--- src/rtl/riscv_sc_pkg.sv ---
// Shared definitions for the single-cycle CPU front-end blocks.
//   SC_DATA_W  : default instruction word width
//   SC_NOP     : canonical RISC-V NOP (addi x0, x0, 0)
//   ld_state_e : program-loader state encoding
package riscv_sc_pkg;

  localparam int          SC_DATA_W = 32;
  localparam logic [31:0] SC_NOP    = 32'h00000013;

  typedef enum logic [2:0] {
    IDLE  = 3'd0,
    LOAD  = 3'd1,
    FLUSH = 3'd2,
    RUN   = 3'd3,
    ERROR = 3'd4
  } ld_state_e;

endpackage

--- src/rtl/loader_delay_cnt.sv ---
// 4-bit down-counter that times the gap between the last instruction
// write and releasing the CPU.
//   clk, rst  : clock, asynchronous active-high reset
//   clr       : force the count to zero
//   load      : load load_val (takes priority over en)
//   load_val  : value loaded on load
//   en        : decrement by one while non-zero
//   done      : count is zero
module loader_delay_cnt (
  input  logic       clk,
  input  logic       rst,
  input  logic       clr,
  input  logic       load,
  input  logic [3:0] load_val,
  input  logic       en,
  output logic       done
);

  logic [3:0] cnt_q;

  always_ff @(posedge clk or posedge rst) begin
    if (rst) begin
      cnt_q <= 4'd0;
    end else if (clr) begin
      cnt_q <= 4'd0;
    end else if (load) begin
      cnt_q <= load_val;
    end else if (en && (cnt_q != 4'd0)) begin
      cnt_q <= cnt_q - 4'd1;
    end
  end

  assign done = (cnt_q == 4'd0);

endmodule

--- src/rtl/imem_program_loader.sv ---
// Fills the single-cycle CPU's instruction memory from a valid/ready word
// stream, then releases the core through its start line.
//   clk, rst    : clock, asynchronous active-high reset
//   load_req    : one-cycle pulse, (re)starts a load at address 0
//   in_valid/in_data/in_last/in_ready : word stream (in_last marks the end)
//   imem_we/imem_addr/imem_wdata      : instruction-memory write port,
//                                       one cycle after each handshake
//   start       : CPU run (1) / hold (0)
//   busy        : loader is in LOAD or FLUSH
//   word_count  : words written by the current/last load
//   overflow    : sticky, capacity reached without in_last
// Optional build macro IMEM_LOADER_CHECKSUM_EN: the in_last word becomes a
// checksum of the preceding words (not written, not counted); a mismatch
// parks the loader in ERROR and raises the sticky cksum_err output.
module imem_program_loader
  import riscv_sc_pkg::*;
#(
  parameter int ADDR_W      = 8,
  parameter int DATA_W      = SC_DATA_W,
  parameter int MAX_WORDS   = 256,
  parameter int START_DELAY = 2
) (
  input  logic              clk,
  input  logic              rst,
  input  logic              load_req,
  input  logic              in_valid,
  input  logic [DATA_W-1:0] in_data,
  input  logic              in_last,
  output logic              in_ready,
  output logic              imem_we,
  output logic [ADDR_W-1:0] imem_addr,
  output logic [DATA_W-1:0] imem_wdata,
  output logic              start,
  output logic              busy,
  output logic [ADDR_W:0]   word_count,
  output logic              overflow
`ifdef IMEM_LOADER_CHECKSUM_EN
  ,
  output logic              cksum_err
`endif
);

  localparam int               CNT_W     = ADDR_W + 1;
  localparam logic [CNT_W-1:0] LAST_ADDR = CNT_W'(MAX_WORDS - 1);
  // The counter is loaded on FLUSH entry and RUN follows the cycle it reads
  // zero, so START_DELAY-1 yields exactly START_DELAY FLUSH cycles.
  localparam logic [3:0]       DLY_LOAD  = 4'(START_DELAY - 1);

  ld_state_e        state_q, state_d;
  logic [CNT_W-1:0] cnt_q;
  logic             hs_p0;
  logic             wr_p0;
  logic             clr_p0;
  logic             ovf_set_p0;
  logic             dly_load_p0;
  logic             dly_en_p0;
  logic             dly_done;
`ifdef IMEM_LOADER_CHECKSUM_EN
  logic [DATA_W-1:0] sum_q;
  logic              err_set_p0;
`endif

  assign in_ready   = (state_q == LOAD);
  assign hs_p0      = in_valid && in_ready;
  assign word_count = cnt_q;

  loader_delay_cnt u_dly (
    .clk      (clk),
    .rst      (rst),
    .clr      (clr_p0),
    .load     (dly_load_p0),
    .load_val (DLY_LOAD),
    .en       (dly_en_p0),
    .done     (dly_done)
  );

  always_ff @(posedge clk or posedge rst) begin
    if (rst) state_q <= IDLE;
    else     state_q <= state_d;
  end

  // load_req overrides everything, including a coincident handshake.
  always_comb begin
    state_d     = state_q;
    wr_p0       = 1'b0;
    clr_p0      = 1'b0;
    ovf_set_p0  = 1'b0;
    dly_load_p0 = 1'b0;
    dly_en_p0   = 1'b0;
`ifdef IMEM_LOADER_CHECKSUM_EN
    err_set_p0  = 1'b0;
`endif
    if (load_req) begin
      state_d = LOAD;
      clr_p0  = 1'b1;
    end else begin
      case (state_q)
        IDLE: ;
        LOAD: begin
          if (hs_p0) begin
`ifdef IMEM_LOADER_CHECKSUM_EN
            if (in_last) begin
              if (in_data == sum_q) begin
                state_d     = FLUSH;
                dly_load_p0 = 1'b1;
              end else begin
                state_d    = ERROR;
                err_set_p0 = 1'b1;
              end
            end else
`endif
            begin
              wr_p0 = 1'b1;
              if (in_last || (cnt_q == LAST_ADDR)) begin
                state_d     = FLUSH;
                dly_load_p0 = 1'b1;
                ovf_set_p0  = !in_last;
              end
            end
          end
        end
        FLUSH: begin
          if (dly_done) state_d = RUN;
          else          dly_en_p0 = 1'b1;
        end
        RUN: ;
`ifdef IMEM_LOADER_CHECKSUM_EN
        ERROR: ;
`endif
        default: state_d = IDLE;
      endcase
    end
  end

  // Stage p0 -> p1: handshake registered onto the memory write port;
  // start/busy are registered decodes of the next state.
  always_ff @(posedge clk or posedge rst) begin
    if (rst) begin
      imem_we    <= 1'b0;
      imem_addr  <= '0;
      imem_wdata <= '0;
      cnt_q      <= '0;
      overflow   <= 1'b0;
      start      <= 1'b0;
      busy       <= 1'b0;
    end else begin
      imem_we <= wr_p0;
      if (wr_p0) begin
        imem_addr  <= cnt_q[ADDR_W-1:0];
        imem_wdata <= in_data;
      end
      if (clr_p0)     cnt_q <= '0;
      else if (wr_p0) cnt_q <= cnt_q + CNT_W'(1);
      if (clr_p0)          overflow <= 1'b0;
      else if (ovf_set_p0) overflow <= 1'b1;
      start <= (state_d == RUN);
      busy  <= (state_d == LOAD) || (state_d == FLUSH);
    end
  end

`ifdef IMEM_LOADER_CHECKSUM_EN
  // Running wrap-around sum of the program words written so far.
  always_ff @(posedge clk or posedge rst) begin
    if (rst) begin
      sum_q     <= '0;
      cksum_err <= 1'b0;
    end else begin
      if (clr_p0)     sum_q <= '0;
      else if (wr_p0) sum_q <= sum_q + in_data;
      if (clr_p0)          cksum_err <= 1'b0;
      else if (err_set_p0) cksum_err <= 1'b1;
    end
  end
`endif

endmodule

--- config.mk ---
export PLATFORM = sky130hd
export DESIGN_NAME = imem_program_loader
export DESIGN_NICKNAME = d
export VERILOG_FILES = /design/src/rtl/riscv_sc_pkg.sv /design/src/rtl/loader_delay_cnt.sv /design/src/rtl/imem_program_loader.sv
export SDC_FILE = /design/constraint.sdc
export NUM_CORES = 1
export LEC_CHECK = 0
export ABC_AREA = 1
export CAP_MARGIN = 20
export CORE_ASPECT_RATIO = 1.1
export CORE_MARGIN = 3
export CORE_UTILIZATION = 40
export CTS_CLUSTER_DIAMETER = 60
export DETAILED_ROUTE_END_ITERATION = 10
export PLACE_DENSITY = 0.7
export SETUP_SLACK_MARGIN = 0.05
export SLEW_MARGIN = 0
export SYNTH_ARGS = -nofsm -noshare
export SYNTH_HDL_FRONTEND = slang
export SYNTH_HIERARCHICAL = 1
export SYNTH_SLANG_ARGS = --single-unit
--- constraint.sdc ---
create_clock -name clk -period 3.9 [get_ports clk]
set_input_delay 0.585 -clock clk [delete_from_list [all_inputs] [get_ports clk]]
set_output_delay 0.585 -clock clk [all_outputs]
set_load 0.02 [all_outputs]
==> impl_metrics.py <==
metrics = {
    "timing": {
        "period_share_pct": 61.1,
        "finalHoldViolCount": 0,
        "tightest_slew_ns": 0.790,
        "timing.slew.headroom_pct": 47.3,
        "fmax_mhz": 419,
        "setup_viol": 0,
        "finalMaxSlewViolations": 0,
        "clock_skew_ns": 0.00804,
        "timing.final.crit_period_ns": 2.38,
        "rsz0062_at_grt": "no",
        "setup_slack_ns": 1.52,
        "holdWs_ns": 0.476,
        "final.setup.tns_ns": 0,
    },
    "clock_network": {
        "cts_buffers": 9,
        "path_clk_slew_ns": 0.07,
        "clock-sinks": 60,
        "htreeDepth": 3,
        "cts_resized": 0,
        "cts.hold.buffers_added": 0,
        "root_buffer": "clkbuf_8",
        "clk_latency_ns": 0.33,
        "post_cts_buffers": 0,
        "cts_tree": "yes",
        "cts.path.max_buffers": 2,
    },
    "power_and_ir_drop": {
        "switching_share_pct": 28.8,
        "ir_drop_uv": 284,
        "power_frac_clock_pct": 32.9,
        "p_int_mw": 1.24,
        "p_comb_share_pct": 24.4,
        "p_per_area_nw_per_um2": 451,
        "seqPwrFrac_pct": 42.8,
        "p_sw_mw": 0.503,
        "leakage_nw": 1.89,
    },
    "placed_design": {
        "portBuffers": 90,
        "place_ws_ns": 1.52,
        "dp_hpwl_microns": 4330,
        "globalplace.congestion": 0.872,
        "placedInstanceArea_sq_um": 3650,
    },
    "route": {
        "vias": 2276,
        "detail-route-antenna-nets": 0,
        "avgRoutedWirePerCell_microns": 12.2,
        "firstDrtPassIters": 4,
        "drc": 0,
        "vias_per_cell": 4.53,
        "drtIter0Drc": 100,
        "drt_wl_total_microns": 6100,
    },
    "logic_synthesis": {
        "synth_top_area_share_pct": 55.5,
        "synth_warnings": 6,
        "syn_area_per_cell_sq_um": 8.46,
        "synthFlopType": "dfrtp_1",
        "ys_types": 31,
        "ys_ff_latch": 60,
        "syn_inst": 320,
        "synth-edff-count": 0,
        "synth_seq_area_share_pct": 55.5,
        "syn_area_sq_um": 2710,
        "yosys-top-cells-area": "dfrtp_1 55%, nand2_1 20%, inv_1 3.1%",
        "synth-async-reset-ratio_pct": 100,
        "synth.largest_area_cell": "dfrtp_1",
    },
    "worst_setup_path": {
        "timing.rr.start": "word_count[1]",
        "cp_max_fo": 6,
        "crit_type": "reg2reg",
        "end_kind": "flop",
        "worstPathRequired_ns": 4.12,
        "cp-startpoint": "word_count[1]",
        "worst_setup_path_start_kind": "flop",
        "cp_data_arrival_time_ns": 2.60,
    },
    "die": {
        "io-pin-count": 91,
        "fp.dieW_microns": 84.4,
        "dieArea_sq_um": 7790,
        "num_rows": 30,
        "start_util_pct": 42.4,
        "die_h_microns": 92.3,
        "core_area_sq_um": 6380,
    },
    "cells_and_area": {
        "diodes": 0,
        "nets": 458,
        "syn2layout_area_growth_pct": 42.8,
        "post-route-util_pct": 60.6,
        "layout_commonest_cell": "nand2_1",
        "finalInstanceArea_sq_um": 3860,
        "final_cell_mix": "142 x nand2_1, 90 x clkdlybuf4s50_1, 60 x dfrtp_1",
        "drive_above_1_share_pct": 9.72,
    },
    "grt": {
        "antenna_found_initial": 0,
        "grt_pass1_wl_microns": 10300,
        "grt_max_degree": 50,
        "grt_usage_pct": 16.5,
        "grt_pass1_vias": 2226,
        "gr-total-overflow": 0,
    },
    "worst_hold_path": {
        "holdCritPathClass": "in2async",
    },
    "job": {
        "drv_cap": 0,
    },
    "outcome": {
        "status": "completed",
    },
}
-- power by group through the flow --
stage / clock network (mW) / logic [mW] / registers [mW]
2_1_floorplan: 0 / 0.110 / 0.854
3_3_place_gp: 0 / 0.425 / 0.756
5_1_grt: 0.624 / 0.459 / 0.757
6_report: 0.573 / 0.425 / 0.746
3_5_place_dp: 0 / 0.431 / 0.757
4_1_cts: 0.595 / 0.433 / 0.746
-- synthesized netlist by cell type (3+ instances only) --
library cell	count
nand2_1	142
nand3_1	11
ha_1	4
nand2_2	13
nor2_1	19
buf_2	3
dfrtp_1	60
inv_1	22
nand4_1	3
buf_6	3
o21ai_0	13
-- sequential cells by signal, summed over array words and instances (netlist names) --
name         flops
busy             1
imem_addr        8
imem_wdata      32
imem_we          1
overflow         1
start            1
state_q          3
u_dly/cnt_q      4
word_count       9
-- layer usage --
metal / track usage [%] / vias to the layer above / routed length [microns]
met5: 0 / - / 0
met4: 8.97 / 0 / 126
met3: 3.50 / 13 / 394
met2: 27.2 / 71 / 2840
met1: 20.2 / 1013 / 2740
li1: - / 1179 / -
-- worst max-delay path: stages (launching register included) --
cell and delay (ns):
dfrtp_1 0.41, ha_1 0.25, nand2_1 0.12, nor4_1 0.31, ha_1 0.25, inv_1 0.05, nand2_1 0.10, nand3_1 0.16
inv_1 0.17, inv_2 0.09, or2_1 0.22, nand3_2 0.07, o21bai_1 0.06
-- final cells by class --
| class | instances | area [sq um] |
|---|---|---|
| fill | 605 | 2520 |
| clock buffer | 11 | 151 |
| timing repair buffer | 92 | 916 |
| tap | 80 | 100 |
| clock inverter | 5 | 60.1 |
| multi-input combinational | 229 | 1040 |
| sequential | 60 | 1500 |
| inverter | 25 | 93.8 |
-- cells by family after synthesis --
logic type | count (synthesis) | synth area share (%)
AO/OA/AOI/OAI | 21 | 4.39
XOR/XNOR | 2 | 0.647
adder cells (fa/ha/maj) | 4 | 1.85
buffers and inverters | 34 | 6.43
flip-flops | 60 | 55.5
other | 2 | 0.277
AND/OR/NAND/NOR | 197 | 30.9
-- final timing paths --
check / end / slack, ns / depth (start not counted)
hold reg to reg: imem_wdata[4] / 0.48 / 2
hold / removal: u_dly/cnt_q[0] / 0.48 / 2
setup / recovery: u_dly/cnt_q[3] / 1.52 / 12
setup reg to reg: u_dly/cnt_q[3] / 1.52 / 12
max in group asynchronous: imem_wdata[31] / 2.42 / 3
min in group clk: imem_wdata[4] / 0.48 / 2
-- stage by stage --
| stage | power (mW) | instances |
|---|---|---|
| 3_3_place_gp | 1.18 | 486 |
| 3_5_place_dp | 1.19 | 486 |
| 2_1_floorplan | 0.964 | 323 |
| 6_report | 1.74 | 502 |
| 4_1_cts | 1.77 | 502 |
| 5_1_grt | 1.84 | 502 |
Note: power is estimated with default switching activity, not from simulation.
